**src/rtl/hazard_pkg.sv**
```systemverilog
// Shared encodings for the execute-stage hazard/forwarding controller.
// Writeback sources, FSM states and forwarding control-word bit positions.
package hazard_pkg;

  localparam logic [1:0] WB_ADDPC = 2'b00;
  localparam logic [1:0] WB_MEM   = 2'b01;
  localparam logic [1:0] WB_ALU   = 2'b10;
  localparam logic [1:0] WB_IMM8  = 2'b11;

  typedef enum logic [1:0] {
    ST_RUN     = 2'd0,
    ST_LDSTALL = 2'd1,
    ST_FLUSH   = 2'd2
  } state_t;

  localparam int FW_W   = 5;
  localparam int FW_STU = 4;
  localparam int FW_EN  = 3;
  localparam int FW_MEM = 2;
  localparam int FW_SRC = 0;

  function automatic logic [FW_W-1:0] fw_word(input logic       stu,
                                              input logic       en,
                                              input logic       mem,
                                              input logic [1:0] src);
    logic [FW_W-1:0] w;
    w               = '0;
    w[FW_STU]       = stu;
    w[FW_EN]        = en;
    w[FW_MEM]       = mem;
    w[FW_SRC +: 2]  = src;
    return w;
  endfunction

endpackage

```
**src/rtl/fwd_match.sv**
```systemverilog
// Operand compare against the EX and MEM writers; builds one forwarding word.
// Purely combinational; hit flags a match on the EX-stage writer (load-use candidate).
module fwd_match
  import hazard_pkg::*;
#(
  parameter int REG_W = 3
) (
  input  logic             id_valid,
  input  logic             src_used,
  input  logic [REG_W-1:0] src_reg,
  input  logic             stu,
  input  logic             ex_valid,
  input  logic             ex_wr_en,
  input  logic [REG_W-1:0] ex_wr_reg,
  input  logic [1:0]       ex_wb_sel,
  input  logic             mem_valid,
  input  logic             mem_wr_en,
  input  logic [REG_W-1:0] mem_wr_reg,
  input  logic [1:0]       mem_wb_sel,
  output logic             hit,
  output logic [FW_W-1:0]  word
);

  logic ex_m;
  logic mem_m;

  assign ex_m  = id_valid & src_used & ex_valid  & ex_wr_en  & (ex_wr_reg  == src_reg);
  assign mem_m = id_valid & src_used & mem_valid & mem_wr_en & (mem_wr_reg == src_reg);
  assign hit   = ex_m;

  // The younger producer (EX) wins when both stages write the same register.
  always_comb begin
    word = fw_word(stu, 1'b0, 1'b0, WB_ADDPC);
    if (ex_m) begin
      word = fw_word(stu, 1'b1, 1'b0, ex_wb_sel);
    end else if (mem_m) begin
      word = fw_word(stu, 1'b1, 1'b1, mem_wb_sel);
    end
  end

endmodule

```
**src/rtl/hazard_fwd_ctrl.sv**
```systemverilog
// Execute-stage hazard controller: writer tracker, registered fwCntrlA/B, load-use stall, mispredict flush.
// Control words registered as the instruction enters EX; stall/bubble/flush are combinational. EX_FWD_EN enables EX->EX forwarding.
module hazard_fwd_ctrl
  import hazard_pkg::*;
#(
  parameter int REG_W = 3
) (
  input  logic             clk,
  input  logic             rst,
  input  logic             id_valid,
  input  logic [REG_W-1:0] id_rs,
  input  logic [REG_W-1:0] id_rt,
  input  logic             id_rs_used,
  input  logic             id_rt_used,
  input  logic             id_stu_sel,
  input  logic             id_wr_en,
  input  logic [REG_W-1:0] id_wr_reg,
  input  logic [1:0]       id_wb_sel,
  input  logic             branch_misprediction,
  output logic [FW_W-1:0]  fwCntrlA,
  output logic [FW_W-1:0]  fwCntrlB,
  output logic             stall_if_id,
  output logic             bubble_ex,
  output logic             flush_if_id
);

  typedef struct packed {
    logic             valid;
    logic             wr_en;
    logic [REG_W-1:0] wr_reg;
    logic [1:0]       wb_sel;
  } ent_t;

  ent_t            ex_ent;
  ent_t            mem_ent;
  ent_t            id_ent;
  state_t          state;
  state_t          state_nxt;
  logic            hit_a;
  logic            hit_b;
  logic [FW_W-1:0] word_a;
  logic [FW_W-1:0] word_b;
  logic            lu_a;
  logic            lu_b;
  logic            load_use;

  assign id_ent = '{valid: id_valid, wr_en: id_wr_en, wr_reg: id_wr_reg, wb_sel: id_wb_sel};

  fwd_match #(.REG_W(REG_W)) u_match_a (
    .id_valid   (id_valid),
    .src_used   (id_rs_used),
    .src_reg    (id_rs),
    .stu        (1'b0),
    .ex_valid   (ex_ent.valid),
    .ex_wr_en   (ex_ent.wr_en),
    .ex_wr_reg  (ex_ent.wr_reg),
    .ex_wb_sel  (ex_ent.wb_sel),
    .mem_valid  (mem_ent.valid),
    .mem_wr_en  (mem_ent.wr_en),
    .mem_wr_reg (mem_ent.wr_reg),
    .mem_wb_sel (mem_ent.wb_sel),
    .hit        (hit_a),
    .word       (word_a)
  );

  fwd_match #(.REG_W(REG_W)) u_match_b (
    .id_valid   (id_valid),
    .src_used   (id_rt_used),
    .src_reg    (id_rt),
    .stu        (id_stu_sel),
    .ex_valid   (ex_ent.valid),
    .ex_wr_en   (ex_ent.wr_en),
    .ex_wr_reg  (ex_ent.wr_reg),
    .ex_wb_sel  (ex_ent.wb_sel),
    .mem_valid  (mem_ent.valid),
    .mem_wr_en  (mem_ent.wr_en),
    .mem_wr_reg (mem_ent.wr_reg),
    .mem_wb_sel (mem_ent.wb_sel),
    .hit        (hit_b),
    .word       (word_b)
  );

`ifdef EX_FWD_EN
  // Only load data is unavailable at the end of EX.
  assign lu_a = hit_a & (ex_ent.wb_sel == WB_MEM);
  assign lu_b = hit_b & (ex_ent.wb_sel == WB_MEM);
`else
  assign lu_a = hit_a;
  assign lu_b = hit_b;
`endif

  assign load_use = lu_a | lu_b;

  always_comb begin
    state_nxt   = state;
    stall_if_id = 1'b0;
    bubble_ex   = 1'b0;
    flush_if_id = 1'b0;
    case (state)
      ST_RUN: begin
        if (load_use) begin
          state_nxt   = ST_LDSTALL;
          stall_if_id = 1'b1;
          bubble_ex   = 1'b1;
        end
      end
      ST_LDSTALL: state_nxt = ST_RUN;
      ST_FLUSH:   state_nxt = ST_RUN;
      default:    state_nxt = ST_RUN;
    endcase
    // A misprediction squashes the stalled consumer too, so the stall is dropped.
    if (branch_misprediction) begin
      state_nxt   = ST_FLUSH;
      stall_if_id = 1'b0;
      bubble_ex   = 1'b1;
      flush_if_id = 1'b1;
    end
  end

  always_ff @(posedge clk) begin
    if (rst) begin
      state    <= ST_RUN;
      ex_ent   <= '0;
      mem_ent  <= '0;
      fwCntrlA <= '0;
      fwCntrlB <= '0;
    end else begin
      state    <= state_nxt;
      mem_ent  <= ex_ent;
      ex_ent   <= bubble_ex ? '0 : id_ent;
      fwCntrlA <= bubble_ex ? '0 : word_a;
      fwCntrlB <= bubble_ex ? '0 : word_b;
    end
  end

endmodule

```
**config.mk**
```make
export PLATFORM = sky130hd
export DESIGN_NAME = hazard_fwd_ctrl
export DESIGN_NICKNAME = d
export VERILOG_FILES = /design/src/rtl/hazard_pkg.sv /design/src/rtl/fwd_match.sv /design/src/rtl/hazard_fwd_ctrl.sv
export SDC_FILE = /design/constraint.sdc
export NUM_CORES = 1
export LEC_CHECK = 0
export CORE_MARGIN = 8
export CORE_UTILIZATION = 40
export DETAILED_ROUTE_END_ITERATION = 10
export PLACE_DENSITY = 0.73
export SLEW_MARGIN = 20
export SYNTH_ARGS = -nofsm -noshare
export SYNTH_HDL_FRONTEND = slang
export SYNTH_SLANG_ARGS = --single-unit
```
**constraint.sdc**
```tcl
create_clock -name clk -period 1.63 [get_ports clk]
set_input_delay 0.2445 -clock clk [delete_from_list [all_inputs] [get_ports clk]]
set_output_delay 0.2445 -clock clk [all_outputs]
set_load 0.01 [all_outputs]
```
==> metrics.csv <==
stage,metric,value,unit
logic_synthesis,synth.top_cells.by_area,"dfxtp_1 49%, nor3b_1 5.8%, nor2b_1 5.5%",
outcome,violations,setup timing,
clocking,clock-sinks,25,
critical_path,path_max_fanout,3,
floorplanning,start_util,41.8,%
routing,drtIter0Drc,16,
grt,antenna_found_initial,0,
outcome,status,finished with violations,
clocking,clk_path_buf_depth,2,
finish,syn_to_final_growth,63.5,%
logic_synthesis,ys_seq_area_share,48.7,%
power,netSwitchingPower,0.276,mW
placed_design,placed_cell_area,1530,sq um
critical_path,crit_type,reg -> out,
logic_synthesis,synth.avg_cell_area,10.3,sq um
grt,grt_overflow,0,
critical_path,cp_slowest_cell,dfxtp_4,
critical_path,arrival,1.83,ns
clocking,clockRootBuffer,clkbuf_4,
power,pwr_density_cell,656,nW/um^2
clocking,clk_latency,0.31,ns
grt,grt_max_degree,18,
timing,setup_viol,19,
critical_path,r2r_slack,-0.10,ns
timing,hold_viol_final,0,
floorplanning,die_w,66.7,um
floorplanning,rows,18,
finish,fill_cells,195,
routing,drcViolationCount,0,
placed_design,dp_slack,-0.892,ns
min_path,hp-class,in -> reg,
logic_synthesis,yosys_warnings,0,
floorplanning,ios,32,
logic_synthesis,synth_fp_nets,119,
finish,layout.nets,175,
routing,wl_per_cell,14.6,um
placed_design,routabilityCongestion,0.845,
floorplanning,core-area,2450,sq um
power,peakVddDrop,0.493,mV
routing,ant_nets,0,
power,pwr-share-clk,26.1,%
routing,num_vias,930,
logic_synthesis,yosys.area.top_type,dfxtp_1,
timing,max_freq,481,MHz
floorplanning,die_height,66.7,um
floorplanning,die_area,4450,sq um
clocking,clk_pin_slew,0.14,ns
grt,gr-usage-all-layers,12.2,%
clocking,cts_hold_buf,0,
power,pwr-share-comb,16.0,%
timing,min_period_over_period,128,%
grt,grt_pass1_wl,4270,um
power,power.leakage,0.640,nW
critical_path,cp.required,1.39,ns
routing,dr.pass1.iters,4,
power,swShare,25.1,%
run,drv_cap,0,
finish,antenna_cells,0,
timing,rsz0062_at_grt,true,
logic_synthesis,synth_seq_cells,25,
placed_design,hpwl,2070,um
logic_synthesis,ys_types,25,
logic_synthesis,synth_area,1030,sq um
grt,grt_pass1_vias,939,
critical_path,worstPathCellList,"xnor2_4, nand4_1, a2111oi_4, buf_4, nor2b_4, buf_6",
timing,maxSlewViolCount,0,
logic_synthesis,synth_top_area_share,48.7,%
clocking,cts_tree,yes,
critical_path,crit_family,flip-flops,
power,seqPwrFrac,57.9,%
routing,totalWireLength,2690,um
critical_path,worstSetupStartpointType,register,
timing,fin_crit,2.08,ns
finish,drive_gt1_share,30.3,%
power,p_int,0.824,mW
clocking,htreeDepth,1,
finish,finalInstanceArea,1680,sq um
critical_path,slowest_delay,0.43,ns
timing,setup_ws,-0.448,ns
timing,clock_skew,0.00160,ns
power,fin_total_pwr,1.10,mW
clocking,cts_buffers,3,
critical_path,crit_path_end_kind,primary output,
logic_synthesis,synthCells,100,
critical_path,critPathBufInv,2,
timing,setup_tns,-1.89,ns
placed_design,portBuffers,30,
routing,viasPerCell,5.03,
## cell families (layout without fill, tap and decap cells)
| kind of cell | after synthesis | in the layout | share of synthesized area (%) |
|---|---|---|---|
| AO/OA/AOI/OAI | 9 | 9 | 8.04 |
| other | 1 | 1 | 0.365 |
| flip-flops | 25 | 25 | 48.7 |
| buffers and inverters | 5 | 60 | 3.29 |
| XOR/XNOR | 12 | 12 | 10.2 |
| AND/OR/NAND/NOR | 48 | 48 | 29.4 |
## power groups by stage
stage	logic [mW]	registers (mW)	clock network, mW
after floorplan	0.0589	0.649	0
after global placement	0.156	0.650	0
after detailed placement	0.161	0.651	0
after CTS	0.170	0.638	0.288
after global routing	0.188	0.639	0.310
final	0.176	0.637	0.288
## cell usage after synthesis
master     count
xor2_1         6
xnor2_1        6
a21oi_1        1
nand4_2        1
a211oi_1       4
nor3_1         5
buf_6          1
nor2b_1        9
nand3_1        6
nor3b_2        1
o21ai_0        1
nor2_1         2
nand2_1        4
nor3b_1        8
o211ai_1       2
nand4_1        4
conb_1         1
and3_1         1
buf_4          2
a2111oi_4      1
or2_2          2
clkbuf_1       2
dfxtp_1       25
nor4_1         2
and4_1         3
## timing repair
action / 4_1_cts / 5_1_grt
endpoints found under the setup margin: 20 / 19
setup buffers: 3 / 3
gates resized for setup: 20 / 9
endpoints found under the hold margin: 0 / 0
cloned: 0 / 1
pin swaps: 5 / 4
## registers in the layout, indices dropped and copies added (netlist names)
signal / count
ex_ent: 7
mem_ent: 7
state: 2
fwCntrlB: 5
fwCntrlA: 4
## per-layer routing
layer  vias up  part of all wire, %  GRT usage (%)
li1        468                    -              -
met1       432                   40           12.5
met2        28                   52           22.3
met3         2                  7.4           3.69
met4         0                 0.56           4.80
met5         -                    0              0
## final cells by class
class	instances	area, sq um	area share, %
multi-input cells	70	579	34.5
clock inverters	1	7.51	0.447
repair buffers	56	523	31.1
well taps	30	37.5	2.24
clock buffers	3	22.5	1.34
flip-flops and latches	25	509	30.3
## worst register-to-register path: cells and delay by family, from the launching register on
family	cells	cell delay (ns)
compound gates	1	0.40
xor+xnor	1	0.13
flops	1	0.43
buf+inv	3	0.42
simple gates	2	0.30
## path summary, 6_finish.rpt
check / startpoint / endpoint / cells past startpoint
worst max-delay path: ex_ent[3]$_SDFF_PP0_ / stall_if_id / 6
worst min-delay path: id_wr_reg[2] / ex_ent[4]$_SDFF_PP0_ / 2
worst max register to register: ex_ent[3]$_SDFF_PP0_ / state[0]$_SDFFE_PP0P_ / 7
worst min register to register: ex_ent[0]$_SDFF_PP0_ / fwCntrlA[0]$_SDFF_PP0_ / 2
## cell usage in the layout (no fill, tap or decap), types with 2 or more instances in the layout
cell,count
xor2_1,6
clkdlybuf4s50_1,21
dfxtp_4,2
o211ai_1,2
dfxtp_1,22
and4_1,3
clkbuf_4,3
buf_6,2
nor2b_1,8
nor2_1,2
buf_4,24
nor3_1,5
nand4_1,4
dlygate4sd2_1,6
nor3b_1,8
nand3_1,6
nor4_1,2
nand2_1,4
a211oi_1,4
xnor2_4,2
xnor2_2,4
## through the flow
step / cells / util [%] / hold WS, ns
after floorplan: 100 / - / 0.313
after global placement: 176 / 62.3 / 0.480
final: 185 / 68.4 / 0.464
after global routing: 185 / 68.4 / 0.463
after CTS: 182 / 66.0 / 0.467
after detailed placement: 176 / 62.3 / 0.473
No activity file was read; power rests on OpenSTA's default activity.
